<file path="src/rtl/apu_frame_sequencer_pkg.sv">
// APU frame sequencer shared types and constants.
// Sequencer states plus the divider width helper.
package apu_pkg;

  typedef enum logic [1:0] {
    IDLE,
    PRIME,
    RUN,
    PAUSE
  } state_t;

  localparam int DEFAULT_CLK_DIV = 416667;

  function automatic int div_w(input int n);
    return (n < 2) ? 1 : $clog2(n);
  endfunction

endpackage

</file>
<file path="src/rtl/apu_frame_sequencer_if.sv">
// Control and strobe bundle between the song
// controller and the APU frame sequencer.
interface apu_frame_sequencer_if #(
  parameter int TEMPO_W = 8
);

  logic               i_start;
  logic               i_stop;
  logic               i_pause;
  logic [TEMPO_W-1:0] i_tempo;
  logic               i_tempo_valid;
  logic               o_tick_stb;
  logic               o_note_stb;
  logic               o_song_rst;
  logic               o_playing;
  logic               o_paused;
  logic [TEMPO_W-1:0] o_tick_count;

  modport master (
    output i_start,
    output i_stop,
    output i_pause,
    output i_tempo,
    output i_tempo_valid,
    input  o_tick_stb,
    input  o_note_stb,
    input  o_song_rst,
    input  o_playing,
    input  o_paused,
    input  o_tick_count
  );

  modport slave (
    input  i_start,
    input  i_stop,
    input  i_pause,
    input  i_tempo,
    input  i_tempo_valid,
    output o_tick_stb,
    output o_note_stb,
    output o_song_rst,
    output o_playing,
    output o_paused,
    output o_tick_count
  );

endinterface

</file>
<file path="src/rtl/apu_frame_sequencer_strobe_divider.sv">
// Cycle counter 0..N-1 with enable and clear.
// wrap is high in the enabled cycle that hits N-1.
module strobe_divider
  import apu_pkg::*;
#(
  parameter int N = 4,
  parameter int W = div_w(N)
) (
  input  logic clk,
  input  logic rst_n,
  input  logic en,
  input  logic clr,
  output logic wrap
);

  localparam logic [W-1:0] LAST = W'(N - 1);

  logic [W-1:0] cnt;

  assign wrap = en && (cnt == LAST);

  // count while enabled, clear has priority
  always_ff @(posedge clk or negedge rst_n) begin
    if (!rst_n) begin
      cnt <= '0;
    end else if (clr) begin
      cnt <= '0;
    end else if (en) begin
      cnt <= wrap ? '0 : cnt + W'(1);
    end
  end

endmodule

</file>
<file path="src/rtl/apu_frame_sequencer.sv">
// APU frame sequencer: frame ticks, note steps,
// start/stop/pause control and runtime tempo.
module apu_frame_sequencer
  import apu_pkg::*;
#(
  parameter int CLK_DIV       = DEFAULT_CLK_DIV,
  parameter int DEFAULT_TEMPO = 8,
  parameter int TEMPO_W       = 8
) (
  input  logic i_clk,
  input  logic i_rst_n,
  apu_frame_sequencer_if.slave bus
);

  localparam logic [TEMPO_W-1:0] TEMPO_RST =
    TEMPO_W'(DEFAULT_TEMPO);
  localparam logic [TEMPO_W-1:0] ONE = TEMPO_W'(1);

  state_t state_q, state_d;

  logic               div_wrap;
  logic               cnt_en;
  logic               cnt_clr;
  logic [TEMPO_W-1:0] tick_q, tick_d;
  logic [TEMPO_W-1:0] tempo_q;
  logic               tick_stb_d;
  logic               note_stb_d;
  logic               song_rst_d;

  assign cnt_en = (state_q == RUN) &&
                  !bus.i_stop && !bus.i_start;

  assign cnt_clr = bus.i_stop || bus.i_start ||
                   (state_q == IDLE) ||
                   (state_q == PRIME);

  strobe_divider #(
    .N(CLK_DIV)
  ) u_div (
    .clk  (i_clk),
    .rst_n(i_rst_n),
    .en   (cnt_en),
    .clr  (cnt_clr),
    .wrap (div_wrap)
  );

  // state register
  always_ff @(posedge i_clk or negedge i_rst_n) begin
    if (!i_rst_n) begin
      state_q <= IDLE;
    end else begin
      state_q <= state_d;
    end
  end

  // next state, strobes and tick-to-note counter
  always_comb begin
    state_d    = state_q;
    tick_d     = tick_q;
    tick_stb_d = 1'b0;
    note_stb_d = 1'b0;
    song_rst_d = 1'b0;
    if (bus.i_stop) begin
      state_d = IDLE;
      tick_d  = '0;
    end else if (bus.i_start) begin
      state_d    = PRIME;
      song_rst_d = 1'b1;
      tick_d     = '0;
    end else begin
      unique case (state_q)
        IDLE: begin
          tick_d = '0;
        end
        PRIME: begin
          state_d    = RUN;
          tick_stb_d = 1'b1;
          note_stb_d = 1'b1;
          tick_d     = '0;
        end
        RUN: begin
          if (bus.i_pause) state_d = PAUSE;
          if (div_wrap) begin
            tick_stb_d = 1'b1;
            if (tick_q >= tempo_q - ONE) begin
              tick_d     = '0;
              note_stb_d = 1'b1;
            end else begin
              tick_d = tick_q + ONE;
            end
          end
        end
        PAUSE: begin
          if (bus.i_pause) state_d = RUN;
        end
        default: begin
          state_d = IDLE;
          tick_d  = '0;
        end
      endcase
    end
  end

  // tick counter, tempo register and registered outputs
  always_ff @(posedge i_clk or negedge i_rst_n) begin
    if (!i_rst_n) begin
      tick_q           <= '0;
      tempo_q          <= TEMPO_RST;
      bus.o_tick_stb   <= 1'b0;
      bus.o_note_stb   <= 1'b0;
      bus.o_song_rst   <= 1'b0;
      bus.o_playing    <= 1'b0;
      bus.o_paused     <= 1'b0;
      bus.o_tick_count <= '0;
    end else begin
      tick_q <= tick_d;
      if (bus.i_tempo_valid) begin
        tempo_q <= (bus.i_tempo == '0) ? ONE : bus.i_tempo;
      end
      bus.o_tick_stb   <= tick_stb_d;
      bus.o_note_stb   <= note_stb_d;
      bus.o_song_rst   <= song_rst_d;
      bus.o_playing    <= (state_d == RUN);
      bus.o_paused     <= (state_d == PAUSE);
      bus.o_tick_count <= tick_d;
    end
  end

endmodule

</file>
<file path="src/flat_wrapper.sv">
// flat-port wrapper written by rule: the top's interface ports become plain ports
module apu_frame_sequencer_flat import apu_pkg::*;
#(
  parameter int CLK_DIV       = DEFAULT_CLK_DIV,
  parameter int DEFAULT_TEMPO = 8,
  parameter int TEMPO_W       = 8
)
  (i_clk, i_rst_n, bus_i_start, bus_i_stop, bus_i_pause, bus_i_tempo, bus_i_tempo_valid, bus_o_tick_stb, bus_o_note_stb, bus_o_song_rst, bus_o_playing, bus_o_paused, bus_o_tick_count);
  apu_frame_sequencer_if #(.TEMPO_W(TEMPO_W)) bus_i ();
  input  logic i_clk;
  input  logic i_rst_n;
  input wire logic [$bits(bus_i.i_start)-1:0] bus_i_start;
  input wire logic [$bits(bus_i.i_stop)-1:0] bus_i_stop;
  input wire logic [$bits(bus_i.i_pause)-1:0] bus_i_pause;
  input wire logic [$bits(bus_i.i_tempo)-1:0] bus_i_tempo;
  input wire logic [$bits(bus_i.i_tempo_valid)-1:0] bus_i_tempo_valid;
  output wire logic [$bits(bus_i.o_tick_stb)-1:0] bus_o_tick_stb;
  output wire logic [$bits(bus_i.o_note_stb)-1:0] bus_o_note_stb;
  output wire logic [$bits(bus_i.o_song_rst)-1:0] bus_o_song_rst;
  output wire logic [$bits(bus_i.o_playing)-1:0] bus_o_playing;
  output wire logic [$bits(bus_i.o_paused)-1:0] bus_o_paused;
  output wire logic [$bits(bus_i.o_tick_count)-1:0] bus_o_tick_count;
  assign bus_i.i_start = bus_i_start;
  assign bus_i.i_stop = bus_i_stop;
  assign bus_i.i_pause = bus_i_pause;
  assign bus_i.i_tempo = bus_i_tempo;
  assign bus_i.i_tempo_valid = bus_i_tempo_valid;
  assign bus_o_tick_stb = bus_i.o_tick_stb;
  assign bus_o_note_stb = bus_i.o_note_stb;
  assign bus_o_song_rst = bus_i.o_song_rst;
  assign bus_o_playing = bus_i.o_playing;
  assign bus_o_paused = bus_i.o_paused;
  assign bus_o_tick_count = bus_i.o_tick_count;
  apu_frame_sequencer #(.CLK_DIV(CLK_DIV), .DEFAULT_TEMPO(DEFAULT_TEMPO), .TEMPO_W(TEMPO_W)) u_core (.i_clk(i_clk), .i_rst_n(i_rst_n), .bus(bus_i));
endmodule
</file>
<file path="config.mk">
export PLATFORM = sky130hd
export DESIGN_NAME = apu_frame_sequencer_flat
export DESIGN_NICKNAME = d
export VERILOG_FILES = /design/src/rtl/apu_frame_sequencer_pkg.sv /design/src/rtl/apu_frame_sequencer_if.sv /design/src/rtl/apu_frame_sequencer_strobe_divider.sv /design/src/rtl/apu_frame_sequencer.sv /design/src/flat_wrapper.sv
export SDC_FILE = /design/constraint.sdc
export NUM_CORES = 1
export LEC_CHECK = 0
export ABC_AREA = 1
export CAP_MARGIN = 20
export CORE_MARGIN = 1.5
export CORE_UTILIZATION = 60
export CTS_CLUSTER_DIAMETER = 60
export DETAILED_ROUTE_END_ITERATION = 7
export PLACE_DENSITY_LB_ADDON = 0.25
export RECOVER_POWER = 25
export SETUP_SLACK_MARGIN = 0.5
export SYNTH_ARGS = -nofsm -noshare
export SYNTH_HDL_FRONTEND = slang
export SYNTH_SLANG_ARGS = --single-unit
</file>
<file path="constraint.sdc">
create_clock -name i_clk -period 6.3 [get_ports i_clk]
set_input_delay 1.26 -clock i_clk [delete_from_list [all_inputs] [get_ports i_clk]]
set_output_delay 1.26 -clock i_clk [all_outputs]
set_load 0.1 [all_outputs]
</file>
# Word level (Yosys, flattened, before mapping)

Index checks and enable logic that the tools add are counted.

Order comparisons: 1
Mux-type cells: 25
Eq/ne operators: 7
Reduce and logical (&&, ||, !) cells: 14
Add/subtract/negate cells: 3

Operator list:

| cell                    | number |
|---|---|
| $mux W19                | 3 |
| $mux W8                 | 5 |
| $add A19 B1 Y19 const B | 1 |
| $eq A19 B19 Y1 const B  | 1 |
| $pmux W8 S2             | 1 |
| $mux W1                 | 9 |
| $add A8 B1 Y8 const B   | 1 |
| $eq A2 B2 Y1 const B    | 4 |
| $ge A8 B8 Y1            | 1 |
| $logic_not A8 Y1        | 1 |
| $mux W2                 | 4 |
| $sub A8 B1 Y8 const B   | 1 |
| $pmux W2 S3             | 1 |
| $ne A4 B4 Y1 const B    | 1 |
| $pmux W1 S2             | 2 |
| $reduce_bool A4 Y1      | 1 |
| $logic_and A1 B1 Y1     | 3 |
| $logic_or A1 B1 Y1      | 3 |
| $eq A2 B1 Y1 const B    | 1 |
| $logic_not A1 Y1        | 2 |
| $logic_not A2 Y1        | 1 |
| $reduce_and A2 Y1       | 1 |
| $reduce_bool A2 Y1      | 1 |
| $reduce_or A2 Y1        | 1 |

Register bits: 42
Output and inout bits: 13
Bits of input ports: 14

# Logic depth before layout (Yosys ltp)

Depth in word-level cells: 8
Depth in mapped cells: 14
Depth with buffers taken out: 14

# Hierarchy

Synthesis repeated with hierarchy kept, for this count alone.

Cell total of the unflattened synthesis: 363
Area total of the unflattened synthesis: 2707.6 µm²

By module, submodules not included:

| module              | area an instance (µm²) | instances | cells an instance |
|---|---|---|---|
| apu_frame_sequencer | 1426.4                 | 1         | 175 |
| strobe_divider      | 1281.2                 | 1         | 188 |

# Worst setup path before layout

Ideal clock, no wire load.

Path kind: register to output
Start: reg u_core.bus.o_tick_count[2]
End: out bus_o_tick_count[2]
Required time: 5040 ps
Cell stages (with the launch flop): 1
Arrival: 971 ps
Buffers on the path: 0
Path slack: 4069 ps
Path through: dfrtp_1

RTL lines:

| what                   | line                         | source |
|---|---|---|
| from (decl)            | apu_frame_sequencer_if.sv:44 | `output o_tick_count` |
| from (signal assigned) | apu_frame_sequencer.sv:125   | `bus.o_tick_count <= tick_d;` |
| to (decl)              | flat_wrapper.sv:22           | `output wire logic [$bits(bus_i.o_tick_count)-1:0] bus_o_tick_count;` |

No word-level cell between the ends.

# Worst setup path after layout

Start: reg u_core.bus.o_tick_count[5]
End: out bus_o_tick_count[5]

No word-level cell between the ends.

==> impl_metrics.toml <==
[timing]
finalSetupViolations = 0
rsz0062_at_grt = "no"
hold_violations = 0
tns_ns = 0
post-route-period-util_pct = 50.8
maxSlewHeadroom_pct = -47.1
worstMarginPinSlew_ns = 2.21
slew_viol_final = 43
whs_ns = 0.542
fin_worst_skew_ns = 0.00446
finalWorstPathRequiredPeriod_ns = 3.20
fmax_mhz = 313

[layout]
nets = 432
final-seq-area_sq_um = 1050
layoutNonFillerInstCount = 455
fin_area_sq_um = 3070
multi_input_area_sq_um = 1390
drive_above_1_share_pct = 4.71
n_antenna_cell = 0
utilization_pct = 71.0
fill_cells = 361
syn_to_final_growth_pct = 14.8

[synthesis]
synth_flop_cell = "dfrtp_1"
synth_edf_count = 0
synth_top_area_share_pct = 38.4
synth_area_sq_um = 2670
syn-num-nets = 404
yosys-top-cells-count = "nand2_1, inv_1, nor2_1"
synth.area.top_cells = "dfrtp_1, nand2_1, inv_1"
ys_types = 28
ys_ff_latch = 42
synth_most_common_cell = "nand2_1"
syn_inst = 374
ys_async_sr_fraction_pct = 100
avgSynthCellArea_sq_um = 7.15
ys_seq_area_share_pct = 39.4
synth_warnings = 0
synth_top_area_cell = "dfrtp_1"

[floorplan]
dieArea_sq_um = 4870
die_w_um = 69.8
core-area_sq_um = 4320
fp-row-count = 24
start_util_pct = 61.8
die_h_um = 69.8
io-pin-count = 27

[place]
io_buffer_count = 26
place_inst = 447
dpl_cell_area_sq_um = 2970
place_congestion = 0.949
hpwl_um = 4190

[critical_path]
cp_slowest_cell = "clkdlybuf4s50_1"
max_stage_delay_ns = 1.18
cp_max_fo = 5
crit_required_ns = 5.04
r2r_start = "u_core.tempo_q[0]$_DFFE_PN0P_"
r2r-end = "u_core.bus.o_tick_count[0]$_DFFE_PN0P_"
rrSetupSlack_ns = 3.87
reg2reg_depth = 14
worstSetupPathDepth = 1
worst_setup_path_start_kind = "flip-flop"
worstPathArrival_ns = 1.94
crit_buf_inv = 1
critical_path_class = "flip-flop to primary output"
cp-end-kind = "primary output"
path_cells = "clkdlybuf4s50_1"
critPathTopFamily = "buffers and inverters"

[clock_network]
clock_sinks = 42
post_cts_buffers = 0
clk_latency_ns = 0.29
cts_buffer_depth = 2
cts_hold_buf = 0
numCtsBuffers = 5
cts_tree = "yes"
path_clk_slew_ns = 0.08
ctsHtreeMaxLevel = 2
ctsRootBufferMaster = "clkbuf_8"
cts_resized = 0

[grt]
grt_antenna_before_repair = 0
grt_use_total_pct = 24.7
first_global_vias = 2219
grt_overflow = 0
grt_pass1_wl_um = 9650
grt_max_degree = 43

[worst_hold_path]
hp-class = "flip-flop to flip-flop"
holdPathEnd = "u_core.tempo_q[7]$_DFFE_PN0P_"
worstHoldStart = "u_core.tempo_q[7]$_DFFE_PN0P_"
min_path_cells = 2

[job]
drv_cap = 1

[routing]
routed_via_density = 5.20
ant_nets = 0
drc = 0
wl_um = 5570
routedWlPerCell_um = 12.3
firstDrtPassIters = 4
vias = 2365
drt_iter0_markers = 182

[pwr]
switching_share_pct = 25.2
leakage_uw = 0.00150
p_per_area_nw_per_um2 = 183
seq_power_share_pct = 50.1
p_clk_share_pct = 37.3
internal_power_uw = 419
p_sw_uw = 141
peakVddDrop_mv = 0.104
power_frac_comb_pct = 12.6

[run_status]
violations = "capacitance limit, slew limit"
status = "finished with violations"
[placed cells by master (no fill, tap or decap), types with 5 or more instances in the layout]
master,instances
inv_1,54
clkbuf_8,5
nand2_1,115
nor2_1,54
nor3_1,11
clkdlybuf4s50_1,24
dfrtp_1,41
nand3_1,18
ha_1,16
nand4_1,11
xor2_1,12
o21ai_0,12
[registers in the layout, summed over array words and instances, names as in the netlist]
name and count:
u_core.bus.o_note_stb 1, u_core.bus.o_paused 1, u_core.bus.o_playing 1, u_core.bus.o_song_rst 1, u_core.bus.o_tick_count 8, u_core.bus.o_tick_stb 1
u_core.state_q 2, u_core.tempo_q 8, u_core.u_div.cnt 19
[power groups by stage]
stage          Combinational [uW]  Sequential (uW)  Clock [uW]
2_1_floorplan                38.8              293           0
6_report                     70.9              281         209
5_1_grt                      80.7              282         226
3_3_place_gp                 69.4              286           0
3_5_place_dp                 71.5              286           0
4_1_cts                      72.0              281         213
[how the worst max path moves through the flow]
stage	slack (ns)	from	end
5_1_grt	2.89	i_rst_n	u_core.bus.o_note_stb$_DFF_PN0_
2_1_floorplan	4.07	u_core.bus.o_tick_count[2]$_DFFE_PN0P_	bus_o_tick_count[2]
6_report	3.10	u_core.bus.o_tick_count[5]$_DFFE_PN0P_	bus_o_tick_count[5]
3_5_place_dp	3.11	bus_i_stop	u_core.u_div.cnt[18]$_DFFE_PN0P_
3_3_place_gp	3.18	bus_i_stop	u_core.u_div.cnt[18]$_DFFE_PN0P_
4_1_cts	3.10	u_core.bus.o_tick_count[5]$_DFFE_PN0P_	bus_o_tick_count[5]
[layout make-up]
class                      instances  share of cell area [%]
clock inverter                     1                   0.978
timing repair buffer              26                    8.27
clock buffer                       7                    2.49
sequential                        42                    34.3
tap                               52                    2.12
multi-input combinational        272                    45.2
inverter                          55                    6.72
[cells by family after synthesis]
group / after synthesis / synth area share, %
buf+inv: 60 / 8.80
xor+xnor: 14 / 4.59
fa+ha+maj: 16 / 7.49
flops: 42 / 39.4
simple gates: 222 / 35.7
compound gates: 20 / 4.07
[worst min-delay path: cells and delay by family, from the launching register on]
| kind | cells | cell delay, ns |
|---|---|---|
| AO/OA/AOI/OAI | 1 | 0.13 |
| buffers and inverters | 1 | 0.06 |
| flip-flops | 1 | 0.33 |
[routing by layer]
layer / track usage [%] / part of all wire [%] / up-vias
li1: - / - / 1221
met1: 34.7 / 49 / 1080
met2: 38.1 / 44 / 60
met3: 5.52 / 5.5 / 4
met4: 8.55 / 0.74 / 0
met5: 0 / 0 / -
[stage by stage]
step / total power, uW / setup slack, ns
detailed placement: 357 / 3.11
global placement: 355 / 3.18
floorplan: 332 / 4.07
finish: 561 / 3.10
global route: 588 / 2.89
CTS: 566 / 3.10
Power figures use the tool's default switching activity.
